`src/rtl/branch_resolve.sv`:
```
// Branch resolution unit: carries fetch-time predictions through an IF->ID->EX metadata pipe,
// resolves them at EX, and drives flush/redirect, predictor update and saturating statistics.
module branch_resolve #(
  parameter int unsigned PC_W         = 32,
  parameter int unsigned CNT_W        = 16,
  parameter int unsigned FLUSH_CYCLES = 2
) (
  input  logic             clk,
  input  logic             rst,
  input  logic             stall_i,
  input  logic             if_valid_i,
  input  logic [PC_W-1:0]  if_pc_i,
  input  logic             if_pred_taken_i,
  input  logic [PC_W-1:0]  if_pred_target_i,
  input  logic             ex_is_br_i,
  input  logic             ex_taken_i,
  input  logic [PC_W-1:0]  ex_target_i,
  output logic             flush_o,
  output logic             redirect_valid_o,
  output logic [PC_W-1:0]  redirect_pc_o,
  output logic             upd_is_br_o,
  output logic             upd_taken_o,
  output logic [CNT_W-1:0] br_cnt_o,
  output logic [CNT_W-1:0] mis_cnt_o
);

  localparam int unsigned FcW = (FLUSH_CYCLES > 1) ? $clog2(FLUSH_CYCLES) : 1;

  typedef enum logic [0:0] {StIdle, StFlush} state_e;

  state_e           r_state, w_state_d;
  logic [FcW-1:0]   r_fcnt, w_fcnt_d;

  logic             r_id_v, r_id_pt, r_ex_v, r_ex_pt;
  logic [PC_W-1:0]  r_id_pc, r_id_tgt, r_ex_pc, r_ex_tgt;

  logic             r_redir_v;
  logic [PC_W-1:0]  r_redir_pc;
  logic             r_upd_is_br, r_upd_taken;
  logic [CNT_W-1:0] r_br_cnt, r_mis_cnt;

  logic             w_res, w_pt, w_mis, w_flush;
  logic [PC_W-1:0]  w_rpc;

  // A missing captured prediction is treated as predicted not-taken.
  assign w_res   = ex_is_br_i & ~stall_i & (r_state == StIdle);
  assign w_pt    = r_ex_v & r_ex_pt;
  assign w_mis   = w_res & ((w_pt & ~ex_taken_i) | (~w_pt & ex_taken_i) |
                            (w_pt & ex_taken_i & (r_ex_tgt != ex_target_i)));
  assign w_rpc   = (w_pt & ~ex_taken_i) ? (r_ex_pc + PC_W'(4)) : ex_target_i;
  assign w_flush = (r_state == StFlush) | w_mis;

  always_comb begin
    w_state_d = r_state;
    w_fcnt_d  = r_fcnt;
    unique case (r_state)
      StIdle: begin
        if (w_mis) begin
          w_state_d = StFlush;
          w_fcnt_d  = FcW'(FLUSH_CYCLES - 1);
        end
      end
      StFlush: begin
        if (r_fcnt == '0) w_state_d = StIdle;
        else              w_fcnt_d  = r_fcnt - 1'b1;
      end
      default: w_state_d = StIdle;
    endcase
  end

  always_ff @(posedge clk or posedge rst) begin
    if (rst) begin
      r_state <= StIdle;
      r_fcnt  <= '0;
    end else begin
      r_state <= w_state_d;
      r_fcnt  <= w_fcnt_d;
    end
  end

  always_ff @(posedge clk or posedge rst) begin
    if (rst) begin
      r_id_v   <= 1'b0;
      r_id_pt  <= 1'b0;
      r_id_pc  <= '0;
      r_id_tgt <= '0;
      r_ex_v   <= 1'b0;
      r_ex_pt  <= 1'b0;
      r_ex_pc  <= '0;
      r_ex_tgt <= '0;
    end else if (w_flush) begin
      r_id_v <= 1'b0;
      r_ex_v <= 1'b0;
    end else if (!stall_i) begin
      r_id_v   <= if_valid_i;
      r_id_pt  <= if_pred_taken_i;
      r_id_pc  <= if_pc_i;
      r_id_tgt <= if_pred_target_i;
      r_ex_v   <= r_id_v;
      r_ex_pt  <= r_id_pt;
      r_ex_pc  <= r_id_pc;
      r_ex_tgt <= r_id_tgt;
    end
  end

  always_ff @(posedge clk or posedge rst) begin
    if (rst) begin
      r_redir_v   <= 1'b0;
      r_redir_pc  <= '0;
      r_upd_is_br <= 1'b0;
      r_upd_taken <= 1'b0;
      r_br_cnt    <= '0;
      r_mis_cnt   <= '0;
    end else begin
      r_redir_v   <= w_mis;
      if (w_mis) r_redir_pc <= w_rpc;
      r_upd_is_br <= w_res;
      r_upd_taken <= w_res & ex_taken_i;
      if (w_res && (r_br_cnt != '1))  r_br_cnt  <= r_br_cnt + 1'b1;
      if (w_mis && (r_mis_cnt != '1)) r_mis_cnt <= r_mis_cnt + 1'b1;
    end
  end

  assign flush_o          = (r_state == StFlush);
  assign redirect_valid_o = r_redir_v;
  assign redirect_pc_o    = r_redir_pc;
  assign upd_is_br_o      = r_upd_is_br;
  assign upd_taken_o      = r_upd_taken;
  assign br_cnt_o         = r_br_cnt;
  assign mis_cnt_o        = r_mis_cnt;

`ifndef SYNTHESIS
  // Every resolution must find a captured prediction in EX.
  a_res_has_meta : assert property (@(posedge clk) disable iff (rst) w_res |-> r_ex_v)
    else $error("branch_resolve: resolution with empty EX metadata");
`endif

endmodule

```
`config.mk`:
```
export PLATFORM = sky130hd
export DESIGN_NAME = branch_resolve
export DESIGN_NICKNAME = d
export VERILOG_FILES = /design/src/rtl/branch_resolve.sv
export SDC_FILE = /design/constraint.sdc
export NUM_CORES = 1
export LEC_CHECK = 0
export CAP_MARGIN = 15
export CORE_MARGIN = 2
export CORE_UTILIZATION = 39
export DETAILED_ROUTE_END_ITERATION = 10
export GPL_ROUTABILITY_DRIVEN = 0
export PLACE_DENSITY_LB_ADDON = 0.2
export SLEW_MARGIN = 20
export SYNTH_ARGS = -nofsm -noshare
export SYNTH_HDL_FRONTEND = slang
export SYNTH_SLANG_ARGS = --single-unit
export TNS_END_PERCENT = 30
```
`constraint.sdc`:
```
create_clock -name clk -period 8.8 [get_ports clk]
set_input_delay 2.64 -clock clk [delete_from_list [all_inputs] [get_ports clk]]
set_output_delay 2.64 -clock clk [all_outputs]
set_load 0.03 [all_outputs]
```
=== Word-level counts from Yosys, hierarchy flattened ===
Cells that the tools add are included.

* Reductions and logical operators: 3
* Eq/ne operators: 5
* Add/sub/neg operators: 4
* Bitwise logic cells: 17
* Mux-type cells: 11

{| class="wikitable"
|+ Operators by type and width
! operator !! count
|-
| 16-bit by 1-bit adder with 16-bit output (second input constant) || 2
|-
| 32-bit by 3-bit adder with 32-bit output (second input constant) || 1
|-
| 32-bit 2-to-1 mux || 1
|-
| 16-bit != test (second input constant) || 2
|-
| 32-bit != test || 1
|-
| 1-bit bitwise AND || 9
|-
| 1-bit 2-to-1 mux || 8
|-
| 1-bit NOT || 5
|-
| 1-bit one-hot mux with 2 select lines || 2
|-
| 1-bit OR || 3
|-
| 1-bit logical AND || 2
|-
| 2-bit by 1-bit != test with 1-bit output (second input constant) || 1
|-
| 2-bit != test (second input constant) || 1
|-
| 2-bit AND reduction || 1
|-
| 1-bit subtractor (second input constant) || 1
|}

* Flip-flop bits (word level): 201
* Input bits: 103
* Output and inout port bits: 68

=== Logic depth before layout (Yosys ltp) ===
Gate-level depths: netlist of the first run.

* Depth in word-level cells: 9
* Depth in mapped cells: 10

=== Worst setup path after synthesis of the first run ===
No wires, ideal clock.

* Path kind: input -> register
* From: input port ex_target_i[27]
* To: register r_ex_pc[0]
* Slack: 4.270 ns
* Arrival time: 4.405 ns
* Stages: 10
* Setup time: 0.125 ns
* Path through: xnor2_1 -> nand4_1 -> nor4_1 -> nand2_1 -> a311oi_2 -> and2_1 -> buf_4 -> buf_12 -> buf_12 -> mux2_4

* Cells in the longest elaborated chain, start to end: 7

{| class="wikitable"
|+ Ends and longest elaborated chain
! item !! line !! text
|-
| from (decl) || 17 || <nowiki>input logic [PC_W-1:0] ex_target_i,</nowiki>
|-
| 32-bit != test || 49 || <nowiki>(w_pt & ex_taken_i & (r_ex_tgt != ex_target_i)));</nowiki>
|-
| 1-bit bitwise AND || 49 ||
|-
| 1-bit OR || 48 || <nowiki>assign w_mis = w_res & ((w_pt & ~ex_taken_i) | (~w_pt & ex_taken_i) |</nowiki>
|-
| 1-bit bitwise AND || 48 ||
|-
| 1-bit OR || 51 || <nowiki>assign w_flush = (r_state == StFlush) | w_mis;</nowiki>
|-
| 1-bit NOT (no source line) || n/a ||
|-
| 2-bit AND reduction (no source line) || n/a ||
|-
| to (signal assigned) || 101 || <nowiki>r_ex_pc <= r_id_pc;</nowiki>
|-
| to (decl) || 35 || <nowiki>logic [PC_W-1:0] r_id_pc, r_id_tgt, r_ex_pc, r_ex_tgt;</nowiki>
|}

Every way passes these cells.
A chain may end at the register's enable or synchronous reset.

=== Worst setup path after layout of the first run ===
* From: input port ex_target_i[3]
* To: register r_id_tgt[18]

* Cells in the longest elaborated chain, start to end: 7

{| class="wikitable"
|+ Ends and longest elaborated chain
! item !! line !! text
|-
| 32-bit != test || 49 ||
|-
| 1-bit bitwise AND || 49 ||
|-
| 1-bit OR || 48 ||
|-
| 1-bit bitwise AND || 48 ||
|-
| 1-bit OR || 51 ||
|-
| 1-bit NOT (no source line) || n/a ||
|-
| 2-bit AND reduction (no source line) || n/a ||
|-
| to (signal assigned) || 98 || <nowiki>r_id_tgt <= if_pred_target_i;</nowiki>
|-
| to (decl) || 35 ||
|}

Every way passes these cells.

==> results.toml, run 1 <==
[status]
status = "completed"

[power_and_ir_drop]
leakagePower_nw = 5.074
ir_worst_vdd_uv = 252.6
power_density_nw_per_um2 = 321.7
p_total_mw = 3.871

[yosys]
ys_warn_count = 0
synth_seq_cells = 201
synth_ff_type = "dfrtp_1"
ys_types = 32
netlist_top_cells_area = "dfrtp_1 (53%), mux2_4 (16%), mux2_2 (7.0%)"
yosysSeqAreaShare_pct = 53.24
synth_top_area_cell = "dfrtp_1"
mappedNetlistArea_um2 = 9448
synth_top_area_share_pct = 53.24
synth_nets = 808
syn_inst = 700
syn_area_per_cell_um2 = 13.50
synth_edf_count = 0
synthArstFlopShare_pct = 100.0

[worst_setup_path]
reg2regPathDepth = 8
rr_startpoint = "r_ex_tgt[3]"
critPathLaunchType = "input port"
crit_path_end_kind = "register"
critPathKind = "in2reg"
required_ps = 9170
reg2reg_to = "r_id_tgt[18]"
worst-path-max-fanout = 39
cp.arrival_ps = 6290
reg2reg_setup_slack_ps = 5090

[sta]
max_freq_mhz = 168.9
rsz0062_at_grt = "false"
final_max_slew_viol_count = 0
min_period_ps = 5920
post-route-period-util_pct = 67.28
fin_skew_ps = 8.991
tns_ps = 0
tightest_slew_ps = 850.1
setup_violations = 0
relSlewSlack_pct = 42.89
hold_viol_final = 0

[floorplanning]
fp.coreArea_um2 = 23610
die_h_um = 159.6
rows = 56
start_util_pct = 40.01
die_area_um2 = 25490
io_pins = 171
fp.dieW_um = 159.6

[routing]
viasPerCell = 4.900
first_iter_violations = 358
ant_nets = 0
wl_um = 21430
first_pass_iters = 4
wire_per_inst_um = 17.83
num_vias = 5890
drc = 0

[clock_network]
cts_hold_buf = 0
clockRootBuffer = "clkbuf_16"
clk_path_buf_depth = 3
ctsHtreeMaxLevel = 1
clk_pin_slew_ps = 50
cts_setup_buffers = 0
cts_tree = "built"
clk_latency_ps = 490
cts_resized = 0
numCtsBuffers = 23
clock_sink_count = 201

[hold_path]
hp-start = "r_fcnt"
hold_path_depth = 1
hp-class = "reg2reg"
whs_endpoint = "r_fcnt"

[grt]
track_usage_pct = 17.23
grt_pass1_wl_um = 35020
overflow = 0
grt_max_degree = 149
antenna_found_initial = 0
grt_pass1_vias = 6123

[job]
cap_violations = 0

[placed_design]
hpwlAfterDp_um = 14980
place_area_um2 = 11310
io_buffers = 170

[cells_and_area]
drive_gt1_share_pct = 22.76
fillers = 2073
fin_nets = 979
syn_to_final_growth_pct = 27.36
antennaDiodeCount = 0
fin_area_um2 = 12030
[state kept, by name, summed over array words and instances (netlist names)]
signal,cells
r_fcnt,1
flush_o,1
r_id_v,1
r_id_tgt,32
r_ex_tgt,32
redirect_valid_o,1
br_cnt_o,16
r_id_pt,1
r_ex_v,1
r_ex_pt,1
upd_is_br_o,1
redirect_pc_o,32
upd_taken_o,1
mis_cnt_o,16
r_id_pc,32
r_ex_pc,32
[synthesized netlist by cell type (5+ instances only)]
| library cell | count |
|---|---|
| dfrtp_1 | 201 |
| mux2_4 | 100 |
| xnor2_1 | 61 |
| mux2_2 | 59 |
| nor2_1 | 55 |
| a21oi_1 | 35 |
| nand3_1 | 27 |
| nand4_1 | 26 |
| xor2_1 | 26 |
| nand2_1 | 21 |
| clkbuf_1 | 14 |
| buf_12 | 11 |
| inv_1 | 9 |
| and3_1 | 8 |
| nor3_1 | 8 |
| and2_1 | 5 |
| ha_1 | 5 |
[per-stage QoR]
stage	hold WS, ps	util (%)	setup WS, ps	std cells
finish	479.7	50.96	2880	1202
global route	493.6	50.96	2721	1202
CTS	483.5	50.94	2976	1202
detailed placement	470.6	47.89	2526	1165
global placement	465.0	47.89	2514	1165
floorplan	454.1	-	677.6	700
[cell families after synthesis]
group | count (synthesis) | share of synthesized area [%]
adder cells (fa/ha/maj) | 5 | 0.6622
flip-flops | 201 | 53.24
XOR/XNOR | 87 | 8.065
multiplexers | 164 | 23.47
buffers and inverters | 38 | 3.562
AND/OR/NAND/NOR | 162 | 8.423
AO/OA/AOI/OAI | 43 | 2.582
[cell type report]
type,instances,area [um2],share of cell area (%)
Multi-Input combinational cell,461,4086,33.96
Timing Repair Buffer,175,1752,14.56
Clock inverter,3,42.54,0.3535
Tap cell,319,399.1,3.317
Clock buffer,34,676.9,5.625
Inverter,9,46.29,0.3847
Sequential cell,201,5030,41.80
[metal layers]
metal | up-vias | wire (um) | global-route usage [%]
met5 | - | 0 | 0
met4 | 0 | 256 | 3.140
met3 | 21 | 1383 | 3.792
met2 | 164 | 9437 | 25.93
met1 | 2909 | 10360 | 25.75
li1 | 2796 | - | -
[cells in the final DEF (no fill, tap or decap), types with 26 or more instances in the layout]
cell	instances
a21oi_1	35
clkdlybuf4s50_1	170
dfrtp_1	201
mux2_2	59
mux2_4	100
nand3_1	27
nand4_1	26
nor2_1	55
xnor2_1	61
xor2_1	26
[worst max path at each step]
stage | startpoint | end | slack (ps) | depth (start not counted)
2_1_floorplan | rst | br_cnt_o[0] | 680 | 1
3_3_place_gp | ex_target_i[3] | r_id_tgt[23] | 2510 | 9
3_5_place_dp | ex_target_i[3] | r_ex_tgt[21] | 2530 | 9
4_1_cts | ex_target_i[3] | r_ex_tgt[21] | 2980 | 9
5_1_grt | ex_target_i[3] | r_ex_tgt[20] | 2720 | 9
6_report | ex_target_i[3] | r_id_tgt[18] | 2880 | 9
[report_power, final]
part | total [mW] | leakage (nW) | switching (mW) | internal, mW
clock network | 0.915 | 0.351 | 0.360 | 0.555
registers | 1.60 | 2.41 | 0.309 | 1.29
logic | 1.35 | 2.31 | 0.576 | 0.776
total | 3.87 | 5.07 | 1.25 | 2.63
[critical path, cell delays in order]
cell             delay (ps)
clkdlybuf4s50_1         460
xnor2_1                 390
nand4_1                 240
nor4_1                  390
nand2_1                 180
a311oi_2                380
and2_4                  540
buf_4                   680
mux2_4                  350
(Power assumes the default switching activity.)
==> run 2: changes to the inputs <==
==> constraint.sdc (replaced) <==
create_clock -name clk -period 4.95 [get_ports clk]
set_input_delay 1.485 -clock clk [delete_from_list [all_inputs] [get_ports clk]]
set_output_delay 1.485 -clock clk [all_outputs]
set_load 0.03 [all_outputs]
==> run 2 against run 1 <==
Core utilization increased by 0.85 points. Sequential power grew 78%. Largest power group unchanged. Critical path type unchanged. Total power grew 83%.
==> results.toml, run 2 (synthesis gave the netlist of run 1 again) <==
[clock_network]
cts_setup_buffers = 0
ctsHtreeMaxLevel = 1
cts_resized = 0
clk_latency_ps = 510
clockRootBuffer = "clkbuf_16"
cts_hold_buf = 0
cts_tree = "built"
numCtsBuffers = 23
clock_sink_count = 201
clk_pin_slew_ps = 60
clk_path_buf_depth = 3

[sta]
relSlewSlack_pct = 40.85
hold_viol_final = 0
post-route-period-util_pct = 81.07
setup_violations = 0
tns_ps = 0
tightest_slew_ps = 887.2
min_period_ps = 4013
final_max_slew_viol_count = 0
max_freq_mhz = 249.2
fin_skew_ps = 15.26
rsz0062_at_grt = "false"

[routing]
ant_nets = 0
drc = 0
first_pass_iters = 4
wl_um = 21620
num_vias = 5917
viasPerCell = 4.862
first_iter_violations = 339
wire_per_inst_um = 17.77

[grt]
grt_pass1_vias = 6184
track_usage_pct = 17.11
grt_max_degree = 133
overflow = 0
grt_pass1_wl_um = 34650
antenna_found_initial = 0

[power_and_ir_drop]
power_density_nw_per_um2 = 579.3
ir_worst_vdd_uv = 385.1
leakagePower_nw = 5.184

[placed_design]
place_area_um2 = 11420
io_buffers = 170
hpwlAfterDp_um = 15530

[floorplanning]
fp.coreArea_um2 = 23610
fp.dieW_um = 159.6
io_pins = 171
die_area_um2 = 25490
die_h_um = 159.6
rows = 56
start_util_pct = 40.01

[worst_setup_path]
critPathLaunchType = "input port"
required_ps = 5340
crit_path_end_kind = "register"
worst-path-max-fanout = 16
reg2reg_setup_slack_ps = 1970
critPathKind = "in2reg"
cp.arrival_ps = 4400

[cells_and_area]
fin_area_um2 = 12230
antennaDiodeCount = 0
syn_to_final_growth_pct = 29.49
layout_commonest_cell = "dfrtp_1"
drive_gt1_share_pct = 24.39
fillers = 2077
fin_nets = 990
final_cell_mix = "dfrtp_1 (201), clkdlybuf4s50_1 (170), mux2_4 (100), xnor2_1 (61), mux2_2 (59)"

[hold_path]
hp-class = "reg2reg"

[job]
cap_violations = 0

[status]
status = "completed"
==> run 2: cell count changes in the layout (fill, tap and decap cells not counted), moves of 2 or more <==
cell | before | now
clkinv_2 | 1 | 3
bufinv_16 | 1 | 3
inv_6 | 0 | 2
clkbuf_1 | 5 | 2
buf_12 | 1 | 4
buf_4 | 4 | 12
==> run 2: worst max-delay path, stage by stage <==
cell and delay, ps:
clkdlybuf4s50_1 460, xnor2_1 350, nand4_1 180, nor4_1 340, nand2_1 150, a311oi_2 360
and2_4 370, buf_4 360, mux2_4 330
==> run 2: power by group <==
part / switching (mW) / internal, mW / leakage, nW
Combinational: 1.04 / 1.40 / 2.37
Clock: 0.681 / 1.11 / 0.399
Sequential: 0.549 / 2.30 / 2.41
==> run 2: stage by stage <==
step | total power [mW] | setup slack [ps] | util (%) | hold slack [ps] | cells
2_1_floorplan | 4.508 | 862.7 | - | 454.1 | 700
3_3_place_gp | 5.295 | 390.1 | 48.38 | 461.1 | 1176
3_5_place_dp | 5.330 | 443.0 | 48.38 | 468.7 | 1176
4_1_cts | 7.171 | 954.7 | 51.81 | 481.8 | 1217
5_1_grt | 7.484 | 776.4 | 51.81 | 512.9 | 1217
6_report | 7.088 | 937.1 | 51.81 | 480.7 | 1217
==> run 2: final timing paths <==
kind                            startpoint  cells past startpoint            to
hold reg to reg                     r_fcnt                      1        r_fcnt
setup / recovery           ex_target_i[23]                      9   r_id_tgt[2]
min in group asynchronous              rst                      3   r_ex_tgt[5]
setup reg to reg              r_ex_tgt[23]                      8   r_id_tgt[2]
max in group asynchronous              rst                      3  r_id_tgt[22]
hold / removal                      r_fcnt                      1        r_fcnt
==> run 2: area by class of cell <==
cell class / instances / area [um2] / share of cell area [%]
inverters: 9 / 37.54 / 0.3068
repair buffers: 186 / 1872 / 15.30
clock inverters: 9 / 130.1 / 1.064
well taps: 319 / 399.1 / 3.262
clock buffers: 32 / 679.4 / 5.553
multi-input cells: 461 / 4086 / 33.40
flip-flops and latches: 201 / 5030 / 41.11
==> run 2: layer usage <==
| layer | track usage [%] | wire [um] |
|---|---|---|
| met1 | 24.09 | 10230 |
| met2 | 26.96 | 9717 |
| met3 | 4.052 | 1261 |
| met4 | 3.760 | 416 |
| met5 | 0 | 0 |
